==> src/rtl/sm4_masked_ltrans.sv <==
// sm4_masked_ltrans
//
// Masked SM4 linear transform stage, placed directly after the masked
// SubNibble (tau) stage. Each Boolean share of the S-box output goes
// through the linear transform on its own. Because L is linear, the
// masking survives without a remask. The matching share of the round
// word X0 is then XORed in to form the new masked state word.
//
// The rotation terms are accumulated serially, one term per clock. A
// KEY_MODE=0 instance takes 4 accumulate cycles and a KEY_MODE=1 instance
// takes 2. A DONE cycle then follows before the stage can accept again.
//
// Parameters:
//   KEY_MODE  0 : L(B)  = B ^ B<<<2 ^ B<<<10 ^ B<<<18 ^ B<<<24
//             1 : L'(B) = B ^ B<<<13 ^ B<<<23
//
// Ports:
//   clk     in   rising-edge clock
//   rst_n   in   asynchronous active-low reset
//   start   in   level request, sampled only while idle
//   x, m    in   32-bit masked / mask shares of the tau output
//   x0, m0  in   32-bit masked / mask shares of round word X0
//   finish  out  one-cycle completion pulse
//   x_out   out  L(x) ^ x0 (held until the next completion)
//   m_out   out  L(m) ^ m0 (held until the next completion)
//   busy    out  high while accumulating or in the DONE cycle
module sm4_masked_ltrans #(
    parameter int KEY_MODE = 0
) (
    input  logic        clk,
    input  logic        rst_n,
    input  logic        start,
    input  logic [31:0] x,
    input  logic [31:0] m,
    input  logic [31:0] x0,
    input  logic [31:0] m0,
    output logic        finish,
    output logic [31:0] x_out,
    output logic [31:0] m_out,
    output logic        busy
);

    localparam int NTERMS = (KEY_MODE == 0) ? 4 : 2;
    localparam logic [1:0] LAST_CNT = 2'(NTERMS - 1);

    typedef enum logic [1:0] {
        IDLE = 2'd0,
        ACC  = 2'd1,
        DONE = 2'd2
    } state_t;

    state_t      state_q, state_d;
    logic [1:0]  cnt_q, cnt_d;
    logic [31:0] xs_q, xs_d;     // latched masked share
    logic [31:0] ms_q, ms_d;     // latched mask share
    logic [31:0] x0_q, x0_d;
    logic [31:0] m0_q, m0_d;
    logic [31:0] acc_x_q, acc_x_d;
    logic [31:0] acc_m_q, acc_m_d;
    logic [31:0] x_out_q, x_out_d;
    logic [31:0] m_out_q, m_out_d;
    logic        finish_q, finish_d;

    logic [4:0]  amt;
    logic [31:0] term_x;
    logic [31:0] term_m;

    // A rotation by 0 makes the right shift amount 32, which yields zero,
    // so the result is still correct in that case.
    function automatic logic [31:0] rotl(input logic [31:0] v, input logic [4:0] r);
        return (v << r) | (v >> (6'd32 - {1'b0, r}));
    endfunction

    function automatic logic [4:0] rot_amt(input logic [1:0] idx);
        logic [4:0] a;
        a = 5'd0;
        if (KEY_MODE == 0) begin
            case (idx)
                2'd0:    a = 5'd2;
                2'd1:    a = 5'd10;
                2'd2:    a = 5'd18;
                default: a = 5'd24;
            endcase
        end else begin
            case (idx)
                2'd0:    a = 5'd13;
                default: a = 5'd23;
            endcase
        end
        return a;
    endfunction

    // The same rotation amount is applied to both shares. The shares
    // themselves are never mixed.
    assign amt    = rot_amt(cnt_q);
    assign term_x = rotl(xs_q, amt);
    assign term_m = rotl(ms_q, amt);

    always_comb begin
        state_d  = state_q;
        cnt_d    = cnt_q;
        xs_d     = xs_q;
        ms_d     = ms_q;
        x0_d     = x0_q;
        m0_d     = m0_q;
        acc_x_d  = acc_x_q;
        acc_m_d  = acc_m_q;
        x_out_d  = x_out_q;
        m_out_d  = m_out_q;
        finish_d = 1'b0;

        case (state_q)
            IDLE: begin
                if (start) begin
                    xs_d    = x;
                    ms_d    = m;
                    x0_d    = x0;
                    m0_d    = m0;
                    // The identity term seeds the accumulator.
                    acc_x_d = x;
                    acc_m_d = m;
                    cnt_d   = 2'd0;
                    state_d = ACC;
                end
            end
            ACC: begin
                acc_x_d = acc_x_q ^ term_x;
                acc_m_d = acc_m_q ^ term_m;
                cnt_d   = cnt_q + 2'd1;
                if (cnt_q == LAST_CNT) begin
                    // The last term is folded straight into the output
                    // register together with the round-word share.
                    x_out_d  = acc_x_q ^ term_x ^ x0_q;
                    m_out_d  = acc_m_q ^ term_m ^ m0_q;
                    finish_d = 1'b1;
                    cnt_d    = 2'd0;
                    state_d  = DONE;
                end
            end
            DONE: begin
                state_d = IDLE;
            end
            default: begin
                state_d = IDLE;
            end
        endcase
    end

    always_ff @(posedge clk or negedge rst_n) begin
        if (!rst_n) begin
            state_q  <= IDLE;
            cnt_q    <= 2'd0;
            xs_q     <= 32'd0;
            ms_q     <= 32'd0;
            x0_q     <= 32'd0;
            m0_q     <= 32'd0;
            acc_x_q  <= 32'd0;
            acc_m_q  <= 32'd0;
            x_out_q  <= 32'd0;
            m_out_q  <= 32'd0;
            finish_q <= 1'b0;
        end else begin
            state_q  <= state_d;
            cnt_q    <= cnt_d;
            xs_q     <= xs_d;
            ms_q     <= ms_d;
            x0_q     <= x0_d;
            m0_q     <= m0_d;
            acc_x_q  <= acc_x_d;
            acc_m_q  <= acc_m_d;
            x_out_q  <= x_out_d;
            m_out_q  <= m_out_d;
            finish_q <= finish_d;
        end
    end

    assign finish = finish_q;
    assign x_out  = x_out_q;
    assign m_out  = m_out_q;
    assign busy   = (state_q != IDLE);

endmodule

==> config.mk <==
export PLATFORM = sky130hd
export DESIGN_NAME = sm4_masked_ltrans
export DESIGN_NICKNAME = d
export VERILOG_FILES = /design/src/rtl/sm4_masked_ltrans.sv
export SDC_FILE = /design/constraint.sdc
export NUM_CORES = 1
export LEC_CHECK = 0
export CAP_MARGIN = 20
export CORE_ASPECT_RATIO = 1.4
export CORE_UTILIZATION = 40
export CTS_CLUSTER_DIAMETER = 80
export DETAILED_ROUTE_END_ITERATION = 7
export GPL_TIMING_DRIVEN = 0
export PLACE_DENSITY = 0.64
export SLEW_MARGIN = 20
export SYNTH_ARGS = -nofsm -noshare
export SYNTH_HDL_FRONTEND = slang
export SYNTH_SLANG_ARGS = --single-unit
export TNS_END_PERCENT = 100
==> constraint.sdc <==
create_clock -name clk -period 7.15 [get_ports clk]
set_clock_uncertainty 0.05 [all_clocks]
set_input_delay 1.43 -clock clk [delete_from_list [all_inputs] [get_ports clk]]
set_output_delay 1.43 -clock clk [all_outputs]
set_load 0.02 [all_outputs]
======== Word-level counts from Yosys, hierarchy flattened ========
Cells that the tools add are included.
storage, ports and cells
  bits of input ports ..................... 131
  register bits ........................... 261
cells by class
  reduce and logical (&&, ||, !) cells .... 8
  multiplexer cells ....................... 13
  shift operators ......................... 4
  eq/ne operators ......................... 6
  add/subtract/negate cells ............... 2
  bitwise gates (word level) .............. 6
operator list
  operator               count
  $pmux W32 S2           2
  $xor A32 B32 Y32       4
  $mux W32               2
  $or A32 B32 Y32        2
  $shl A32 B5 Y32        2
  $shr A32 B6 Y32        2
  $pmux W5 S3            1
  $mux W2                4
  $pmux W2 S2            2
  $reduce_and A2 Y1      4
  $sub A6 B5 Y6 const A  1
  $eq A2 B1 Y1 const B   2
  $eq A2 B2 Y1 const B   2
  $logic_not A2 Y1       2
  $ne A2 B2 Y1 const B   2
  $reduce_bool A2 Y1     2
  $add A2 B1 Y2 const B  1
  $mux W1                2

======== Depth between registers and ports, before layout ========
Gate-level depths: netlist of the first run.
  depth in word-level cells ............... 7
  depth in mapped cells ................... 11

======== Worst setup path after synthesis of the first run ========
OpenSTA, ideal clock, no wires.
  kind .................................... input -> register
  start point ............................. in start
  end point ............................... reg acc_x_q[28]
  path slack .............................. 4.354 ns
  buffers on the path ..................... 3
  data required time ...................... 7.013 ns
  arrival time ............................ 2.659 ns
  setup time .............................. 0.087 ns
  stages on the path ...................... 7
  path through ............................ and2_1 clkbuf_1 nor2_1 clkbuf_1 buf_1 a21oi_1 o211ai_1
on the way
  word-level cells in the longest chain between the ends .. 2
ends and longest elaborated chain
  what                                line  text
  start: declaration                  32    input logic start,
  $ne A2 B2 Y1 (no source line)       --
  $reduce_and A2 Y1 (no source line)  --
  end signal: assignment              157   acc_x_q <= 32'd0;
  end signal: assignment              169   acc_x_q <= acc_x_d;
  end: declaration                    58    logic [31:0] acc_x_q, acc_x_d;
No other way between the ends.
A chain may end at the register's enable or synchronous reset.

======== Final worst setup path of the first run ========
  start point ............................. in start
  end point ............................... reg acc_x_q[30]
Same word-level chain as after synthesis.

==> summary.txt, run 1 <==
STA
  • RSZ-0062 raised after global routing: false
  • Slew of the pin with the lowest slew margin: 1.23 ns
  • Setup violators final: 0
  • Slew headroom: 0.179
  • Min Clock Period, post-route: 4.11 ns
  • Hold Fails Final Rpt: 0
  • Worst hold slack: 0.428 ns
  • Fmax: 243 MHz
  • Period utilization: 0.575
  • Pins over their slew limit: 0

Synth
  • Mapped cell area: 15300 um^2
  • Synthesis-stage register bit count: 261
  • Post-synth EDFFs: 0
  • Total number of yosys warnings: 0
  • Synth top area share: 0.428
  • Syn nets: 1838
  • Sequential share of the synthesized area: 0.428
  • Synth Instances: 1701
  • Avg Cell Area, Syn: 8.98 um^2
  • Area leader, netlist: dfrtp_1
  • Top_reg_cell synth: dfrtp_1
  • Post-synth ARST share: 1.00
  • Post-synth cell types: 60
  • Ranking of synthesized cells by area: dfrtp_1, nand2_1, xnor2_1, mux4_2, o21ai_0

Detailed routing
  • DRC viols: 0
  • Antenna Violating Nets Remaining: 0
  • Drt pass-1 iters: 5
  • Wire per inst: 28.9 um
  • Vias after detailed routing: 14386
  • Drt total wl: 70100 um
  • Vias per Instance: 5.94
  • DR iter-0 viols: 1038

CTS
  • Post-CTS Setup Bufs: 0
  • TritonCTS clock tree: done
  • CTS sink cnt: 261
  • Clock Latency Late Sink: 0.58 ns
  • Post-cts hold buffer count: 0
  • Clk slew on worst S/H paths: 0.07 ns
  • Total CTS buffers: 28
  • PostCTS Resize Cnt: 0
  • H-tree depth: 1
  • Clk buf depth: 3
  • Clock root cell: clkbuf_16

Floorplanning
  • Core outline area: 37600 um^2
  • Die height: 233 um
  • # IOs: 197
  • Row cnt: 84
  • Die ar.: 39000 um^2
  • Initial Util: 0.406
  • Chip Width: 167 um

Pwr
  • Sequential share of power: 0.262
  • Switch share: 0.501
  • VDD IR max: 0.000242 V
  • Combinational fraction of design power: 0.607
  • Pint: 0.00593 W
  • Net switching power: 0.00595 W
  • Clock share of power: 0.131
  • Power density over the cells: 629 nW/um^2
  • Leak: 8.24 nW

Final layout
  • Seq. cell area: 6530 um^2
  • # diodes: 0
  • Layout cells sized above 1: 0.0806
  • Most frequent cells in the layout: nand2_1, dfrtp_1, clkdlybuf4s50_1
  • Finished Core Util: 0.502
  • Commonest non-fill, non-tap cell in the layout: nand2_1
  • Number of fill cells: 3618
  • Multi-input gate area: 8130 um^2
  • Area Growth Syn to Fin: 23.6%
  • Final nets: 2067

GRT
  • Initial antenna violation count: 1
  • Grt total ovfl: 0
  • GRT Util Overall: 0.361
  • Largest net degree at the start of global routing: 98
  • First-pass GRT wire length: 101000 um
  • Vias in the first global route: 14842

Placed design
  • Detail Placement HPWL: 51600 um
  • RD Place Congestion: 1.02
  • Number of port buffers: 196

Run status
  • Status: complete, no violations

Critical path
  • CP Capture Type: flop
  • Flop2flop setup slack: 3.22 ns
  • Critical path type: in -> reg
  • Critical path startpoint category: primary input
  • Worst-path fanout max: 10
  • CP required: 7.57 ns
  • Crit path arrival time: 4.53 ns

Job
  • Max_cap viols: 0

Min path
  • Worst Hold Class: reg -> reg
[logic make-up after synthesis]
family                   share of synthesized area
AO/OA/AOI/OAI                                0.162
XOR/XNOR                                    0.0740
adder cells (fa/ha/maj)                    0.00491
buffers and inverters                       0.0406
flip-flops                                   0.428
multiplexers                                 0.109
AND/OR/NAND/NOR                              0.183
[metrics by stage]
step           instances  TNS (ns)  total power (W)  cell area [um^2]  setup WS [ns]
2_1_floorplan       1701         0          0.00730             15300           4.35
3_3_place_gp        2370  -1763.07           0.0101             17800          -6.82
3_5_place_dp        2373         0           0.0102             17900           2.60
4_1_cts             2422         0           0.0118             18900           3.17
5_1_grt             2422         0           0.0125             18900           3.03
6_report            2422         0           0.0119             18900           3.04
[registers in the layout (all words and copies together) (netlist names)]
name     count
finish       1
acc_m_q     32
xs_q        32
x_out       32
x0_q        32
ms_q        32
m0_q        32
state_q      2
cnt_q        2
acc_x_q     32
m_out       32
[path summary, 6_finish.rpt]
kind | start | to | depth (start not counted)
setup reg to reg | cnt_q[0] | x_out[31] | 10
hold reg to reg | x_out[18] | x_out[18] | 2
max in group asynchronous | rst_n | xs_q[29] | 2
setup / recovery | start | acc_x_q[30] | 8
min in group asynchronous | rst_n | m_out[23] | 1
hold / removal | x_out[18] | x_out[18] | 2
[worst max-delay path, cell delays in order]
cell	delay [ns]
clkdlybuf4s50_1	0.46
and2_1	0.16
clkbuf_1	0.27
nor2_1	0.38
clkbuf_1	0.70
clkbuf_1	0.85
nand2_1	0.13
o211ai_1	0.14
[Yosys cell counts (10+ instances only)]
| library cell | instances |
|---|---|
| o21ai_0 | 137 |
| nor2_1 | 36 |
| nor3_1 | 10 |
| nor3b_1 | 29 |
| mux2i_1 | 64 |
| xnor2_1 | 87 |
| nand2_1 | 520 |
| a221o_1 | 35 |
| xor2_1 | 42 |
| a22oi_1 | 16 |
| a21o_1 | 14 |
| buf_2 | 28 |
| a21oi_1 | 57 |
| mux2_2 | 23 |
| nand3_1 | 15 |
| a221oi_1 | 12 |
| dfrtp_1 | 261 |
| or3_1 | 17 |
| o211ai_1 | 25 |
| clkbuf_1 | 84 |
| inv_1 | 20 |
| mux4_2 | 32 |
[final cells by class]
class / count / share of cell area
buffer: 125 / 0.0286
inverter: 22 / 0.00437
clock buffer: 40 / 0.0427
sequential: 261 / 0.346
tap: 473 / 0.0313
multi-input combinational: 1293 / 0.431
clock inverter: 9 / 0.00855
timing repair buffer: 199 / 0.108
[power by group through the flow]
stage	Clock, W	Sequential, W	Combinational, W
after floorplan	0	0.00295	0.00435
after global placement	0	0.00309	0.00699
after detailed placement	0	0.00310	0.00708
after CTS	0.00157	0.00308	0.00713
after global routing	0.00162	0.00317	0.00771
final	0.00155	0.00311	0.00722
[per-layer routing]
metal	GRT usage	wire length (um)	share of wire
met1	0.417	26900	0.38
met2	0.633	34800	0.50
met3	0.0420	3340	0.048
met4	0.237	5060	0.072
met5	0	0	0
Power figures use the tool's default switching activity.
==> inputs of run 2 (changes only) <==
clock period = 4.3 ns   (was 7.15 ns; I/O delays follow)
==> results of run 2 <==
Same layout as run 1 (identical final DEF). Status: complete, no violations.
Main changes from that run: setup slack after placement 2.60 ns -> 0.317 ns; setup slack after layout 3.04 ns -> 0.370 ns; hold slack 0.428 ns -> 0.234 ns; start point of the critical path start -> cnt_q[0]; end point of the critical path acc_x_q[30] -> x_out[31]; register-to-register setup slack 3.22 ns -> 0.37 ns; total power 0.0119 W -> 0.0198 W; worst IR drop on VDD 0.000242 V -> 0.000402 V
